File: src/rtl/spi_slave_rx_tx.sv
// SPI mode-0 responder: oversampled SCLK/MOSI/CS_N, one transmit buffer, strobed receive byte.
// Optional ERR output (underrun / aborted frame) is built when SPI_SLAVE_ERR_EN is defined.
module spi_slave_rx_tx #(
    parameter int         SYNC_STAGES = 2,
    parameter logic [7:0] IDLE_BYTE   = 8'hFF
) (
    input  logic       CLK,
    input  logic       RST_N,
    input  logic       T_STB,
    input  logic [7:0] T_DATA,
    output logic       T_READY,
    output logic       R_STB,
    output logic [7:0] R_DATA,
    input  logic       SCLK,
    input  logic       MOSI,
    input  logic       CS_N,
    output logic       MISO
`ifdef SPI_SLAVE_ERR_EN
    ,
    output logic       ERR
`endif
);

    typedef enum logic {ST_IDLE, ST_ACTIVE} state_t;

    logic [SYNC_STAGES-1:0] sclk_sync, mosi_sync, cs_sync;
    logic       sclk_s, mosi_s, cs_s;
    logic       sclk_d, cs_d;
    logic       sclk_rise, sclk_fall, cs_rise, cs_fall;
    state_t     state_q, state_d;
    logic       rise_en, fall_en, commit;
    logic [7:0] buf_data, load_byte;
    logic       buf_full;
    logic [6:0] tx_shift;
    logic       tx_from_buf;
    logic [6:0] rx_shift;
    logic [2:0] bit_cnt;

    always_ff @(posedge CLK or negedge RST_N) begin
        if (!RST_N) begin
            sclk_sync <= '0;
            mosi_sync <= '1;
            cs_sync   <= '1;
            sclk_d    <= 1'b0;
            cs_d      <= 1'b1;
        end else begin
            sclk_sync <= {sclk_sync[SYNC_STAGES-2:0], SCLK};
            mosi_sync <= {mosi_sync[SYNC_STAGES-2:0], MOSI};
            cs_sync   <= {cs_sync[SYNC_STAGES-2:0], CS_N};
            sclk_d    <= sclk_s;
            cs_d      <= cs_s;
        end
    end

    assign sclk_s    = sclk_sync[SYNC_STAGES-1];
    assign mosi_s    = mosi_sync[SYNC_STAGES-1];
    assign cs_s      = cs_sync[SYNC_STAGES-1];
    assign sclk_rise = sclk_s & ~sclk_d;
    assign sclk_fall = ~sclk_s & sclk_d;
    assign cs_rise   = cs_s & ~cs_d;
    assign cs_fall   = ~cs_s & cs_d;

    always_ff @(posedge CLK or negedge RST_N) begin
        if (!RST_N) state_q <= ST_IDLE;
        else        state_q <= state_d;
    end

    always_comb begin
        state_d = state_q;
        if (cs_rise)      state_d = ST_IDLE;
        else if (cs_fall) state_d = ST_ACTIVE;
    end

    always_comb begin
        rise_en = 1'b0;
        fall_en = 1'b0;
        if (state_q == ST_ACTIVE && !cs_rise) begin
            rise_en = sclk_rise;
            fall_en = sclk_fall;
        end
    end

    assign load_byte = buf_full ? buf_data : IDLE_BYTE;
    // The first rise of a byte slot is where the loaded byte is committed.
    assign commit    = rise_en && (bit_cnt == 3'd0);
    assign T_READY   = ~buf_full;

    always_ff @(posedge CLK or negedge RST_N) begin
        if (!RST_N) begin
            buf_data    <= '0;
            buf_full    <= 1'b0;
            tx_shift    <= IDLE_BYTE[6:0];
            tx_from_buf <= 1'b0;
            rx_shift    <= '0;
            bit_cnt     <= '0;
            R_DATA      <= '0;
            R_STB       <= 1'b0;
            MISO        <= 1'b1;
        end else begin
            R_STB <= 1'b0;
            if (cs_rise) begin
                bit_cnt <= '0;
                MISO    <= 1'b1;
            end else if (cs_fall) begin
                bit_cnt     <= '0;
                tx_shift    <= load_byte[6:0];
                tx_from_buf <= buf_full;
                MISO        <= load_byte[7];
            end else begin
                if (rise_en) begin
                    rx_shift <= {rx_shift[5:0], mosi_s};
                    bit_cnt  <= bit_cnt + 3'd1;
                    if (bit_cnt == 3'd7) begin
                        R_DATA <= {rx_shift, mosi_s};
                        R_STB  <= 1'b1;
                    end
                end
                if (fall_en) begin
                    if (bit_cnt != 3'd0) begin
                        tx_shift <= {tx_shift[5:0], 1'b0};
                        MISO     <= tx_shift[6];
                    end else begin
                        // Byte boundary: peek the buffer without consuming it.
                        tx_shift    <= load_byte[6:0];
                        tx_from_buf <= buf_full;
                        MISO        <= load_byte[7];
                    end
                end
            end
            if (commit && tx_from_buf) begin
                buf_full <= 1'b0;
            end else if (T_STB && !buf_full) begin
                buf_full <= 1'b1;
                buf_data <= T_DATA;
            end
        end
    end

`ifdef SPI_SLAVE_ERR_EN
    always_ff @(posedge CLK or negedge RST_N) begin
        if (!RST_N) ERR <= 1'b0;
        else        ERR <= (commit && !tx_from_buf) || (cs_rise && bit_cnt != 3'd0);
    end
`endif

endmodule

File: config.mk
export PLATFORM = sky130hd
export DESIGN_NAME = spi_slave_rx_tx
export DESIGN_NICKNAME = d
export VERILOG_FILES = /design/src/rtl/spi_slave_rx_tx.sv
export SDC_FILE = /design/constraint.sdc
export NUM_CORES = 1
export LEC_CHECK = 0
export CORE_UTILIZATION = 51
export CTS_BUF_LIST = sky130_fd_sc_hd__clkbuf_4
export DETAILED_ROUTE_END_ITERATION = 6
export GPL_TIMING_DRIVEN = 0
export PLACE_DENSITY = 0.78
export SYNTH_ARGS = -nofsm -noshare
export SYNTH_HDL_FRONTEND = slang
export SYNTH_SLANG_ARGS = --single-unit
File: constraint.sdc
create_clock -name CLK -period 2.05 [get_ports CLK]
set_clock_uncertainty 0.15 [all_clocks]
set_input_delay 0.41 -clock CLK [delete_from_list [all_inputs] [get_ports CLK]]
set_output_delay 0.41 -clock CLK [all_outputs]
set_load 0.005 [all_outputs]
==> results of run 1 <==
how the worst max path moves through the flow:
stage               start           to  slack [ns]
floorplan            cs_d  buf_data[0]        0.10
global placement    RST_N    R_DATA[0]       -0.65
detailed placement   cs_d  buf_data[6]       -0.05
CTS                  cs_d    R_DATA[0]        0.02
global route         cs_d    R_DATA[2]      0.0006
finish               cs_d    R_DATA[2]        0.05
power breakdown:
part | leakage (nW) | switching [mW] | internal (mW) | total (mW)
sequential | 0.555 | 0.146 | 1.20 | 1.35
combinational | 0.477 | 0.285 | 0.345 | 0.630
clock | 0.0419 | 0.276 | 0.271 | 0.546
total | 1.07 | 0.707 | 1.82 | 2.52
sequential cells by signal, summed over array words and instances, names as in the netlist:
| signal | cells |
|---|---|
| cs_sync | 2 |
| state_q | 1 |
| mosi_sync | 2 |
| R_STB | 1 |
| tx_shift | 7 |
| sclk_sync | 2 |
| rx_shift | 7 |
| tx_from_buf | 1 |
| sclk_d | 1 |
| R_DATA | 8 |
| buf_full | 1 |
| bit_cnt | 3 |
| buf_data | 8 |
| cs_d | 1 |
| MISO | 1 |
final cells by class:
class / instances / area (um2)
clock inverters: 2 / 37.54
inverters: 8 / 32.53
clock buffers: 6 / 45.04
plain buffers: 2 / 12.51
flip-flops and latches: 46 / 1169
repair buffers: 30 / 299.0
multi-input cells: 83 / 720.7
fillers: 259 / 1095
well taps: 46 / 57.56
metal layers:
metal	GRT usage [%]	share of wire, %
met5	0	0
met2	28.09	49
met1	21.60	44
met3	5.797	5.3
met4	7.670	1.5
worst max-delay path: cells and delay by family, from the launching register on:
kind / cells / cell delay [ns]
muxes: 1 / 0.33
adders and majority gates: 1 / 0.18
DFF: 1 / 0.56
and+or+nand+nor: 2 / 0.49
buffers and inverters: 2 / 0.19
cell families (layout without fill, tap and decap cells):
logic type               after synthesis  after routing  synth area share [%]
AO/OA/AOI/OAI                         17             17                 5.360
adder cells (fa/ha/maj)                5              5                 3.268
buffers and inverters                 10             48                 2.222
flip-flops                            46             46                 60.98
multiplexers                          30             30                 17.19
AND/OR/NAND/NOR                       31             31                 10.98
what timing repair did:
| action | 4_1_cts | 5_1_grt |
|---|---|---|
| hold buffers | 1 | 0 |
| pin swaps | 2 | 1 |
| setup endpoints to repair | 9 | 24 |
| endpoints found under the hold margin | 11 | 0 |
| gates resized for setup | 4 | 3 |
| setup buffers | 1 | 3 |
cell usage after synthesis, types with 2 or more instances:
master / number / share of area (%)
nand2b_1: 7 / 2.3
nand2_1: 7 / 1.4
o31ai_1: 2 / 0.78
mux2i_1: 7 / 3.7
nor2_1: 4 / 0.78
dfstp_2: 13 / 18
ha_1: 5 / 3.3
inv_1: 8 / 1.6
a21oi_1: 2 / 0.52
nand3_1: 3 / 0.78
o21ai_0: 10 / 2.6
dfrtp_1: 33 / 43
mux2_2: 23 / 14
nand3_4: 3 / 2.7
stage by stage:
stage	util [%]	setup TNS, ns	cell area, um2	total power [mW]	instances
after floorplan	-	0	1914	1.758	139
after global placement	63.78	-24.35	2212	1.912	209
after detailed placement	64.21	-0.3295	2227	1.965	210
after CTS	67.28	0	2333	2.517	220
after global routing	68.43	0	2374	2.674	223
final	68.43	0	2374	2.524	223
==> flow_metrics.tcl, run 1 <==
set metrics [dict create \
    startpoint_type "flip-flop" \
    crit_path_end_kind "flip-flop" \
    hold_start "sclk_sync[0]" \
    die_h_um 63.27 \
    initial_core_util_pct 55.19 \
    p_leak_nw 1.074 \
    first_pass_iters 4 \
    crit_chain "inv_1, ha_4, and4bb_4, buf_6, nand3_4, mux2_4" \
    hpwl_um 2219 \
    area_growth_pct 23.99 \
    antenna_found_initial 0 \
    place_ws_ns -0.04738 \
    io_buffers 24 \
    crit_path_max_incr_delay_ns 0.56 \
    hold_class "flip-flop to flip-flop" \
    cts_buffer_depth 2 \
    fin_crit_ns 2.004 \
    grt_pass1_wl_um 5340 \
    hold_depth 0 \
    max_slew_margin_pct 79.36 \
    grt_pass1_vias 1221 \
    finalNetCount 195 \
    ys_types 26 \
    cts.sinks 46 \
    die_x_um 63.27 \
    cts_made_buffers 5 \
    drive_above_1_share_pct 34.46 \
    routabilityCongestion 0.7478 \
    clockRootBuffer "clkbuf_4" \
    tightestPinTransition_ns 0.3053 \
    synth-edff-count 0 \
    r2r_setup_slack_ns 0.05 \
    post_synth.cell_area_avg_um2 13.77 \
    rsz0062_at_grt "no" \
    worstSetupPathType "flip-flop to flip-flop" \
    cts_max_level 2 \
    seq_area_frac_synth_pct 60.98 \
    reg2reg_depth 6 \
    slowest_stage "dfstp_2" \
    fmax_mhz 499.0 \
    powerDensity_nw_per_um2 1063 \
    most-common-layout-cells "dfrtp_1, clkdlybuf4s50_1, mux2_2" \
    rows 21 \
    num_antenna_cells 0 \
    r2r_start "cs_d" \
    rr_endpoint "R_DATA[2]" \
    synthesis.nets 158 \
    status "finished, final reports clean" \
    clock_latency_ns 0.35 \
    maxCapViolations 0 \
    grt_usage_pct 17.51 \
    cp_max_fo 8 \
    timing.hold.ws_ns 0.2130 \
    hold_violations 0 \
    ant_nets 0 \
    grt_max_degree 36 \
    drc 0 \
    hold_end "sclk_sync[1]" \
    synth_async_sr_flop_share_pct 100.0 \
    finalSetupViolCount 0 \
    cts_tree "yes" \
    yosys_warnings 0 \
    wl_um 3160 \
    maxSlewViolCount 0 \
    ys_ff_latch 46 \
    period_share_pct 97.75 \
    synthFlopType "dfrtp_1" \
    layout_commonest_cell "dfrtp_1" \
    drt_iter0_markers 43 \
    overflow 0 \
    die_area_um2 4002 \
    pin_count 25 \
    setup_slack_ns 0.04606 \
    synthCells 139 \
    core_um2 3468 \
    vdd_drop_max_mv 0.6057 \
    critical_path_arrival_ns 2.10 \
    dr_total_vias 1158 \
    cp.required_ns 2.14 \
    wl_per_cell_um 14.17 \
    syn_area_um2 1914 \
    clkTransAtPathRegs_ns 0.13 \
    via_per_inst 5.193 \
]
(Power assumes the default switching activity.)
==> inputs of run 2 (changes only) <==
- PLACE_DENSITY: 0.78 -> not set
- PLACE_DENSITY_LB_ADDON: not set -> 0.3
- SLEW_MARGIN: not set -> 15
==> flow_metrics.tcl, run 2 (synthesis gave the netlist of run 1 again) <==
set metrics [dict create \
    grt_pass1_wl_um 5740 \
    wl_um 3361 \
    layout_commonest_cell "dfrtp_1" \
    grt_usage_pct 19.30 \
    grt_pass1_vias 1264 \
    hold_class "flip-flop to flip-flop" \
    core_um2 3468 \
    maxSlewViolCount 0 \
    area_growth_pct 22.42 \
    antenna_found_initial 0 \
    fin_crit_ns 1.974 \
    fmax_mhz 506.6 \
    cts.sinks 46 \
    finalNetCount 194 \
    multi_input_area_um2 723.2 \
    clkTransAtPathRegs_ns 0.13 \
    regArea_um2 1169 \
    first_pass_iters 4 \
    wl_per_cell_um 15.14 \
    cts_buffer_depth 2 \
    drt_iter0_markers 35 \
    worstSetupPathType "flip-flop to flip-flop" \
    cts_tree "yes" \
    clockPowerShare_pct 18.0 \
    grt_max_degree 37 \
    cts_max_level 2 \
    clockRootBuffer "clkbuf_4" \
    pin_count 25 \
    vdd_drop_max_mv 0.4438 \
    timing.hold.ws_ns 0.2221 \
    p_comb_share_pct 25.5 \
    maxCapViolations 0 \
    setup_slack_ns 0.07597 \
    cts_made_buffers 5 \
    dr_total_vias 1162 \
    hpwl_um 2447 \
    via_per_inst 5.234 \
    crit_path_end_kind "flip-flop" \
    utilization_pct 67.57 \
    cp_max_fo 8 \
    io_buffers 24 \
    most-common-layout-cells "dfrtp_1, mux2_2, clkdlybuf4s50_1" \
    placedCellCount 210 \
    startpoint_type "flip-flop" \
    die_area_um2 4002 \
    ant_nets 0 \
    p_leak_nw 1.069 \
    final_cells 222 \
    rows 21 \
    num-fill-cells 268 \
    seq_power_share_pct 56.5 \
    max_slew_margin_pct 79.45 \
    die_x_um 63.27 \
    drc 0 \
    finalSetupViolCount 0 \
    cp.required_ns 2.16 \
    critical_path_arrival_ns 2.08 \
    num_antenna_cells 0 \
    top_regs "R_DATA x8, buf_data x8" \
    die_h_um 63.27 \
    clock_latency_ns 0.36 \
    initial_core_util_pct 55.19 \
    hold_violations 0 \
    powerDensity_nw_per_um2 1021 \
    p_int_mw 1.687 \
    period_share_pct 96.29 \
    netSwitchingFraction_pct 29.53 \
    routabilityCongestion 0.7532 \
    drive_above_1_share_pct 34.66 \
    overflow 0 \
    switchingPower_uw 706.9 \
    finalPower_mw 2.394 \
    status "finished, final reports clean" \
    tightestPinTransition_ns 0.3039 \
    rsz0062_at_grt "no" \
    place_ws_ns -0.04532 \
]
==> run 2: cell types whose count changed in the layout (fill, tap and decap cells not counted), sizes merged <==
cell / before / now
clkdlybuf4s50: 23 / 22
clkinv: 0 / 2
buf: 8 / 7
dlygate4sd2: 0 / 1
clkinvlp: 1 / 0
bufinv: 1 / 0
==> run 2: final timing paths <==
kind | from | to | slack [ns] | cells past startpoint
max | cs_d | buf_data[6] | 0.08 | 6
min | cs_sync[0] | cs_sync[1] | 0.22 | 0
max reg2reg | cs_d | buf_data[6] | 0.08 | 6
min reg2reg | cs_sync[0] | cs_sync[1] | 0.22 | 0
max in group asynchronous | RST_N | mosi_sync[1] | 0.93 | 3
min in group asynchronous | RST_N | buf_full | 0.28 | 2
==> run 2: area by class of cell <==
type,count,area share (%)
buffer,2,0.5339
multi-input combinational,83,30.86
tap,46,2.456
clock inverter,2,0.5873
inverter,8,1.388
clock buffer,6,1.922
timing repair buffer,29,12.39
sequential,46,49.87
==> run 2: critical path, stage by stage (launching register included) <==
cell	delay (ns)
dfstp_2	0.55
inv_1	0.06
ha_4	0.17
and4bb_4	0.35
nand3_4	0.09
nand3_4	0.14
mux2_2	0.35
==> run 2: repair_timing <==
action                                  4_1_cts  5_1_grt
hold endpoints to repair                     10        0
endpoints found under the setup margin        9       18
pin swaps                                     2        1
buffers inserted                              2        1
gates resized for setup                       5        4
hold buffers                                  1        0
cloned                                        0        0
==> run 2: metal layers <==
layer	track usage, %	share of wire, %	vias up	wire length (um)
met2	33.20	52	25	1742
met3	6.159	4.7	5	157
met4	5.966	1.2	0	41
met5	0	0	-	0
li1	-	-	554	-
met1	22.95	42	578	1419
==> run 2: power groups by stage <==
stage	combinational, mW	sequential, mW	clock [mW]
after CTS	0.614	1.35	0.453
after global routing	0.683	1.39	0.482
after global placement	0.562	1.35	0
after floorplan	0.442	1.32	0
final	0.611	1.35	0.432
after detailed placement	0.605	1.37	0
==> run 2: stage by stage <==
step	TNS [ns]	cell area [um2]
floorplan	0	1914
global route	0	2344
detailed placement	-0.2769	2227
finish	0	2344
CTS	0	2316
global placement	-26.30	2212
